**config.mk**
```make
export PLATFORM = sky130hd
export DESIGN_NAME = video_line_fetcher
export DESIGN_NICKNAME = d
export VERILOG_FILES = /design/src/rtl/video_line_fetcher.sv
export SDC_FILE = /design/constraint.sdc
export NUM_CORES = 1
export LEC_CHECK = 0
export BUFFER_PORTS_ARGS = -buffer_cell sky130_fd_sc_hd__buf_2
export CORE_UTILIZATION = 55
export DETAILED_ROUTE_END_ITERATION = 10
export MAX_ROUTING_LAYER = met4
export PLACE_DENSITY = 0.84
export RECOVER_POWER = 50
export SYNTH_ARGS = -nofsm -noshare
export SYNTH_HDL_FRONTEND = slang
export SYNTH_SLANG_ARGS = --single-unit
```
**constraint.sdc**
```tcl
create_clock -name i_clk -period 3.4 [get_ports i_clk]
set_clock_uncertainty 0.2 [all_clocks]
set_input_delay 0 -clock i_clk [delete_from_list [all_inputs] [get_ports i_clk]]
set_output_delay 0 -clock i_clk [all_outputs]
set_load 0.05 [all_outputs]
```
**src/rtl/video_line_fetcher.sv**
```systemverilog
// video_line_fetcher: fetches one Hack screen row (32 x 16-bit words) per
// display line into a small prefetch FIFO and serialises it LSB-first as a
// 1-bit pixel stream centred in the 640x480 raster (512x256 window).
module video_line_fetcher #(
    parameter int H_OFFSET       = 64,
    parameter int V_OFFSET       = 112,
    parameter int WORDS_PER_LINE = 32,
    parameter int ROWS           = 256,
    parameter int ADDR_WIDTH     = 13,
    parameter int SCREEN_BASE    = 0,
    parameter int FIFO_DEPTH     = 4
) (
    input  logic                  i_clk,
    input  logic                  i_rst,
    input  logic                  i_trigger_read,
    input  logic                  i_active,
    input  logic [9:0]            i_x,
    input  logic [9:0]            i_y,
    output logic                  o_mem_req,
    output logic [ADDR_WIDTH-1:0] o_mem_addr,
    input  logic                  i_mem_ack,
    input  logic [15:0]           i_mem_data,
    output logic                  o_pixel,
    output logic                  o_busy,
    output logic                  o_underflow
);
    localparam int PW = $clog2(FIFO_DEPTH);
    localparam int CW = PW + 1;
    localparam int WW = $clog2(WORDS_PER_LINE) + 1;
    localparam logic [9:0] Y_LO = 10'(V_OFFSET);
    localparam logic [9:0] Y_HI = 10'(V_OFFSET + ROWS);
    localparam logic [9:0] X_LO = 10'(H_OFFSET);
    localparam logic [9:0] X_HI = 10'(H_OFFSET + 16 * WORDS_PER_LINE);

    typedef enum logic {IDLE = 1'b0, FETCH = 1'b1} state_t;
    state_t state_q, state_d;

    logic [FIFO_DEPTH-1:0][15:0] fifo_mem;
    logic [PW-1:0]               wr_ptr, rd_ptr;
    logic [CW-1:0]               fifo_cnt;
    logic [WW-1:0]               words_left;
    logic [15:0]                 shreg;

    logic [9:0]            row;
    logic [3:0]            px_lo;
    logic                  y_in, x_in, win_pix, pop;
    logic                  load, flush, fifo_clr, push, push_store, pop_fifo, bypass, starve;
    logic                  fifo_empty, fifo_full;
    logic [ADDR_WIDTH-1:0] line_addr;
    logic [15:0]           pop_word;
    logic                  pix_d;

    // Raster decode: row of the screen and bit position within the current word.
    assign row     = i_y - Y_LO;
    assign px_lo   = i_x[3:0] - X_LO[3:0];
    assign y_in    = (i_y >= Y_LO) && (i_y < Y_HI);
    assign x_in    = (i_x >= X_LO) && (i_x < X_HI);
    assign win_pix = i_active && y_in && x_in;
    assign pop     = win_pix && (px_lo == 4'd0);

    assign line_addr = ADDR_WIDTH'(SCREEN_BASE) + ADDR_WIDTH'(row) * ADDR_WIDTH'(WORDS_PER_LINE);

    assign fifo_empty = (fifo_cnt == '0);
    assign fifo_full  = (fifo_cnt == CW'(FIFO_DEPTH));

    // A trigger during FETCH means the previous line never completed.
    assign load  = i_trigger_read && y_in;
    assign flush = i_trigger_read && (state_q == FETCH);
    // Every accepted line starts from an empty FIFO so stale words never leak in.
    assign fifo_clr = flush || load;

    assign push       = o_mem_req && i_mem_ack && !flush;
    assign bypass     = pop && fifo_empty && push;
    assign push_store = push && !bypass;
    assign pop_fifo   = pop && !fifo_empty;
    assign starve     = pop && fifo_empty && !push;
    assign pop_word   = bypass ? i_mem_data : (fifo_empty ? 16'h0000 : fifo_mem[rd_ptr]);

    // Next-state and memory-request decode.
    always_comb begin
        state_d   = state_q;
        o_mem_req = 1'b0;
        o_busy    = 1'b0;
        case (state_q)
            IDLE: begin
                if (load) state_d = FETCH;
            end
            FETCH: begin
                o_busy    = 1'b1;
                o_mem_req = (words_left != '0) && !fifo_full;
                if (i_trigger_read)
                    state_d = y_in ? FETCH : IDLE;
                else if (o_mem_req && i_mem_ack && (words_left == WW'(1)))
                    state_d = IDLE;
            end
            default: state_d = IDLE;
        endcase
    end

    // State register.
    always_ff @(posedge i_clk) begin
        if (i_rst) state_q <= IDLE;
        else       state_q <= state_d;
    end

    // Fetch address and remaining-word counter; address only moves on an ack.
    always_ff @(posedge i_clk) begin
        if (i_rst) begin
            o_mem_addr <= '0;
            words_left <= '0;
        end else if (load) begin
            o_mem_addr <= line_addr;
            words_left <= WW'(WORDS_PER_LINE);
        end else if (push) begin
            o_mem_addr <= o_mem_addr + ADDR_WIDTH'(1);
            words_left <= words_left - WW'(1);
        end
    end

    // FIFO storage; contents are meaningless until pointed at, so no reset.
    always_ff @(posedge i_clk) begin
        if (push_store && !i_rst) fifo_mem[wr_ptr] <= i_mem_data;
    end

    // FIFO pointers and occupancy.
    always_ff @(posedge i_clk) begin
        if (i_rst || fifo_clr) begin
            wr_ptr   <= '0;
            rd_ptr   <= '0;
            fifo_cnt <= '0;
        end else begin
            if (push_store) wr_ptr <= wr_ptr + PW'(1);
            if (pop_fifo)   rd_ptr <= rd_ptr + PW'(1);
            fifo_cnt <= fifo_cnt + CW'(push_store) - CW'(pop_fifo);
        end
    end

    // Pixel select: a word boundary shows bit 0 of the fresh word directly.
    always_comb begin
        pix_d = 1'b0;
        if (pop)          pix_d = pop_word[0];
        else if (win_pix) pix_d = shreg[px_lo];
    end

    // Shift register, registered pixel and sticky underflow flag.
    always_ff @(posedge i_clk) begin
        if (i_rst) begin
            shreg       <= '0;
            o_pixel     <= 1'b0;
            o_underflow <= 1'b0;
        end else begin
            if (pop) shreg <= pop_word;
            o_pixel <= pix_d;
            if (starve || flush) o_underflow <= 1'b1;
        end
    end
endmodule

```
**After elaboration in Yosys (flattened, before gate mapping)**

Cells that the tools add are included.

- Register bits after elaboration: 109
- Output and inout port bits: 17
- Logic and storage cells: 88

- $add $sub $neg: 7
- $lt $le $gt $ge: 8
- Eq/ne operators: 2
- Multiplexer cells: 22
- Bitwise gates (word level): 1
- Reduce and logical (&&, ||, !) cells: 33

Operators with widths:

| operator | number |
|---|---|
| 64-bit bitwise mux | 1 |
| 16-bit two-way mux | 4 |
| 16-bit binary-select mux with 2-bit select | 1 |
| 16-bit demux with 2-bit select | 1 |
| 13-bit two-way mux | 2 |
| 10-bit by 7-bit >= comparator with 1-bit output (second input constant) | 2 |
| 1-bit logical AND | 19 |
| 13-bit by 1-bit adder with 13-bit output (second input constant) | 1 |
| 6-bit two-way mux | 2 |
| 10-bit < comparator (second input constant) | 1 |
| 10-bit by 9-bit < comparator with 1-bit output (second input constant) | 1 |
| 1-bit two-way mux | 9 |
| 8-bit by 7-bit subtractor with 8-bit output (second input constant) | 1 |
| 6-bit by 1-bit == test with 1-bit output (second input constant) | 1 |
| 1-bit zero test | 6 |
| 2-bit by 3-bit < comparator with 1-bit output (second input constant) | 2 |
| 6-bit nonzero test | 1 |
| 6-bit by 1-bit subtractor with 6-bit output (second input constant) | 1 |
| 4-bit by 5-bit < comparator with 1-bit output (second input constant) | 1 |
| 2-bit by 1-bit adder with 2-bit output (second input constant) | 2 |
| 1-bit binary-select mux with 4-bit select | 1 |
| 4-bit zero test | 1 |
| 3-bit by 1-bit adder with 3-bit output | 1 |
| 3-bit == test (second input constant) | 1 |
| other kinds (8) | 10 |

**Longest topological paths before layout**

- Depth after elaboration: 11
- Gate-level depth with buffers: 13
- Depth with buffers taken out: 13

**Least setup slack after synthesis**

Ideal clock, no wire load.

- Path type: reg-to-reg
- Start point: register state_q
- End point: register fifo_cnt[2]
- Library setup time: 0.121 ns
- Arrival time: 2.624 ns
- Setup slack: 0.455 ns
- Stages on the path, launching flop included: 12
- Path buffers: 0
- Clock period less this slack: 2.945 ns
- Path through: dfxtp_1 > nand3b_1 > a211o_1 > a21o_1 > ha_1 > inv_1 > ha_1 > inv_1 > fa_1 > xor2_1 > xnor2_1 > nor2_1

- Cells in the longest elaborated chain, start to end: 8
- Elaborated cells on any way between the ends: 12
- Classes of those cells: add/sub: 2; mux: 1; reduce/logical: 9

Ends and longest elaborated chain:

| item | RTL line | text |
|---|---|---|
| from (decl) | 36 | `state_t state_q, state_d;` |
| from (signal assigned) | 103 | `else state_q <= state_d;` |
| 1-bit two-way mux or 1-bit logical AND (tied branches) | 84, 68 |  |
| 1-bit logical AND or 1-bit zero test (tied branches) | 72 | `assign push = o_mem_req && i_mem_ack && !flush;` |
| 1-bit logical AND | 72 |  |
| 1-bit logical AND | 73 | `assign bypass = pop && fifo_empty && push;` |
| 1-bit zero test | 74 | `assign push_store = push && !bypass;` |
| 1-bit logical AND | 74 |  |
| 3-bit by 1-bit adder with 3-bit output | 134 | `fifo_cnt <= fifo_cnt + CW'(push_store) - CW'(pop_fifo);` |
| 3-bit by 1-bit subtractor with 3-bit output | 134 |  |
| to (signal assigned) | 134 |  |
| to (decl) | 40 | `logic [CW-1:0] fifo_cnt;` |

Parallel ways exist; a longest one is shown, timed or not.
A chain may end at the register's enable or synchronous reset.

**Worst setup path after layout**

- Start point: input i_y[4]
- End point: register fifo_cnt[2]

- Cells in the longest elaborated chain, start to end: 11
- Elaborated cells on any way between the ends: 16
- Classes of those cells: add/sub: 2; order compare: 2; reduce/logical: 12

Ends and longest elaborated chain:

| item | RTL line | text |
|---|---|---|
| from (decl) | 18 | `input logic [9:0] i_y,` |
| 10-bit by 7-bit >= comparator with 1-bit output or 10-bit by 9-bit < comparator with 1-bit output (tied branches) | 56 | `assign y_in = (i_y >= Y_LO) && (i_y < Y_HI);` |
| 1-bit logical AND (*) | 56 |  |
| 1-bit logical AND (2 in series) | 58 | `assign win_pix = i_active && y_in && x_in;` |
| 1-bit logical AND | 59 | `assign pop = win_pix && (px_lo == 4'd0);` |
| 1-bit logical AND (2 in series) | 73 |  |
| 1-bit zero test | 74 |  |
| 1-bit logical AND | 74 |  |
| 3-bit by 1-bit adder with 3-bit output | 134 |  |
| 3-bit by 1-bit subtractor with 3-bit output | 134 |  |

Mark *: on every way between the ends. The rest lies on a longest branch, timed or not.

==> out/metrics.cfg <==
[status]
status = completed

[pwr]
p_sw_uw = 597
netSwitchingFraction = 0.253
power.leakage_uw = 0.00200
internal-power_uw = 1770
p_per_area_mw_per_mm2 = 412
seq_power_share = 0.597
clkPwrFrac = 0.339
comb_power_share = 0.064
peakVddDrop_mv = 0.275

[synthesis]
synthCells = 373
async_flop_share = 0
yosys-top-cells-area = edfxtp_1 (40%), dfxtp_1 (19%), mux4_2 (9.4%)
synth_top_flop_cell = edfxtp_1
synth_edf_count = 64
synth_cell_types = 49
netlist.area_leader.share = 0.401
syn-num-nets = 425
ys_ff_latch = 109
yosys_warnings = 0
synth.avg_cell_area_sq_um = 12.9
synthesis.area_sq_mm = 0.00479
yosysTopAreaCell = edfxtp_1
seq_area_frac_synth = 0.589

[floorplan]
core_sq_mm = 0.00834
std_cell_rows = 33
io-pin-count = 58
fp.dieH_microns = 95.4
start_util = 0.575
dieArea_sq_mm = 0.00909
die_x_microns = 95.4

[worst_setup_path]
worst-r2r-cell-count = 12
critPathKind = in -> reg
worstPathArrival_ps = 3130
critPathLaunchType = input pin
max_stage_delay_ps = 530
end_kind = flip-flop
cpMaxStageDelayCell = dlygate4sd3_1
timing.rr.end = fifo_cnt[2]
path_buf_inv = 4
timing.rr.start = words_left[0]
cp_data_required_time_ps = 3480
critPathMostFrequentCell = ha_1
reg2reg_setup_slack_ps = 510
critPathTopFamily = adder cells
path_max_fanout = 10
cp_cell_sequence = dlygate4sd3_1, clkbuf_1, ha_1, a21oi_1, mux2_1, a21o_1, ha_1, inv_1, ha_1, inv_1, fa_1, xor2_1, xnor2_1, nor2_1
timing.critical_path.from = i_y[4]

[clocking]
cts_buffers = 9
clock-sinks = 109
htreeDepth = 3
path_clk_slew_ps = 120
cts-root-buf = clkbuf_8
cts_tree = done
clock_latency_ps = 380
cts_buffer_depth = 2

[timing]
relSlewSlack = 0.318
post-route-period-util = 0.898
rsz0062_at_grt = no
max_freq_ghz = 0.327
totalNegativeSetupSlack_ps = 0
slew_violations = 0
tightestPinTransition_ps = 1020
period_needed_ps = 3050
holdWs_ps = 55.4
hold_viol_final = 0
final-setup-viol-count = 0

[global_route]
busiest_layer = met2
grt_pass1_vias = 3520
overflow = 0
track_usage = 0.254
grt_max_degree = 35
antenna_found_initial = 0
met3_usage = 0.0455
grtUsageMet1 = 0.294
grt_util_met2 = 0.424
grt_first_pass_wirelength_microns = 16600

[place]
gp_congestion = 0.839
place_inst = 526
placed_area_sq_mm = 0.00520
dp_hpwl_microns = 6570
portBuffers = 55

[finish]
instances_no_fill = 579
drive_above_1_share = 0.154
antenna_cells = 0
final_common_cell = edfxtp_1
design_area_sq_mm = 0.00573
syn2layout_area_growth_pct = 19.6
final_cell_mix = edfxtp_1 (64), dfxtp_1 (45), dlygate4sd3_1 (37)
fin_nets = 521
fin_util = 0.688

[drt]
drcViolationCount = 0
dr.pass1.iters = 4
final_antenna_net_count = 0
wl_per_cell_microns = 17.7
viasPerCell = 5.92
vias = 3430
wirelength_microns = 10200
initialDrtViolationCount = 164

[worst_hold_path]
min-delay-start = i_active
hp-class = in -> reg
holdPathStages = 5
hold_end = rd_ptr[1]

[flow_run]
maxCapViolations = 0

[cells by family after synthesis]
| logic type | after synthesis | synth area share |
|---|---|---|
| DFF | 109 | 0.589 |
| xor gates and xnor gates | 16 | 0.0292 |
| AOI/OAI and AO/OA | 71 | 0.0966 |
| buffers and inverters | 25 | 0.0217 |
| and+or+nand+nor | 119 | 0.135 |
| muxes | 22 | 0.0984 |
| adders and majority gates | 11 | 0.0303 |
[cells in the mapped netlist, drive strengths merged, types with 8 or more instances]
cell type,number
nand2b,17
nor2,29
inv,8
clkbuf,9
a221oi,14
a21oi,35
o21ai,9
buf,8
and2,9
dfxtp,45
mux4,20
nand3,12
xnor2,8
ha,10
nor3,8
xor2,8
edfxtp,64
nand2,20
[final cells by class]
cell class	count	area (sq um)
flip-flops and latches	109	2820
repair buffers	102	674
well taps	105	131
multi-input cells	239	1870
fillers	572	2610
inverters	8	30.0
clock inverters	7	83.8
clock buffers	9	124
[registers in the layout, summed over array words and instances, names as in the netlist]
name and cells:
wr_ptr 2, words_left 6, shreg 16, o_mem_addr 13, fifo_mem 64, state_q 1
rd_ptr 2, o_pixel 1, o_underflow 1, fifo_cnt 3
[power by group through the flow]
| stage | Sequential, uW | Clock, uW | Combinational (uW) |
|---|---|---|---|
| 6_report | 1410 | 801 | 152 |
| 5_1_grt | 1410 | 858 | 165 |
| 4_1_cts | 1410 | 804 | 154 |
| 3_5_place_dp | 1440 | 0 | 121 |
| 3_3_place_gp | 1440 | 0 | 117 |
| 2_1_floorplan | 1460 | 0 | 47.3 |
[worst max path at each step]
stage / depth (start not counted) / to
after detailed placement: 12 / fifo_cnt[2]
final: 14 / fifo_cnt[2]
after CTS: 14 / fifo_cnt[2]
after global placement: 12 / fifo_cnt[2]
after floorplan: 11 / fifo_cnt[2]
after global routing: 14 / fifo_cnt[2]
[worst min-delay path, cell delays in order]
cell     delay [ps]
buf_2           110
and3_1          200
nand4_1         130
xor2_1           80
nor2_1           80
[layer usage]
metal / share of wire / up-vias
met4: 0.027 / 0
met2: 0.52 / 115
li1: - / 1597
met3: 0.042 / 23
met5: 0 / -
met1: 0.41 / 1695
[per-stage QoR]
step	setup WS, ps	total power (uW)
detailed placement	511	1560
finish	346	2360
floorplan	455	1500
global placement	629	1560
CTS	443	2370
global route	121	2430
[timing repair]
item | in CTS | in global routing
gates resized for setup | 0 | 0
hold endpoints to repair | 98 | 0
setup buffers | 0 | 0
setup endpoints to repair | 0 | 0
hold buffers | 37 | 0
Power figures use the tool's default switching activity.
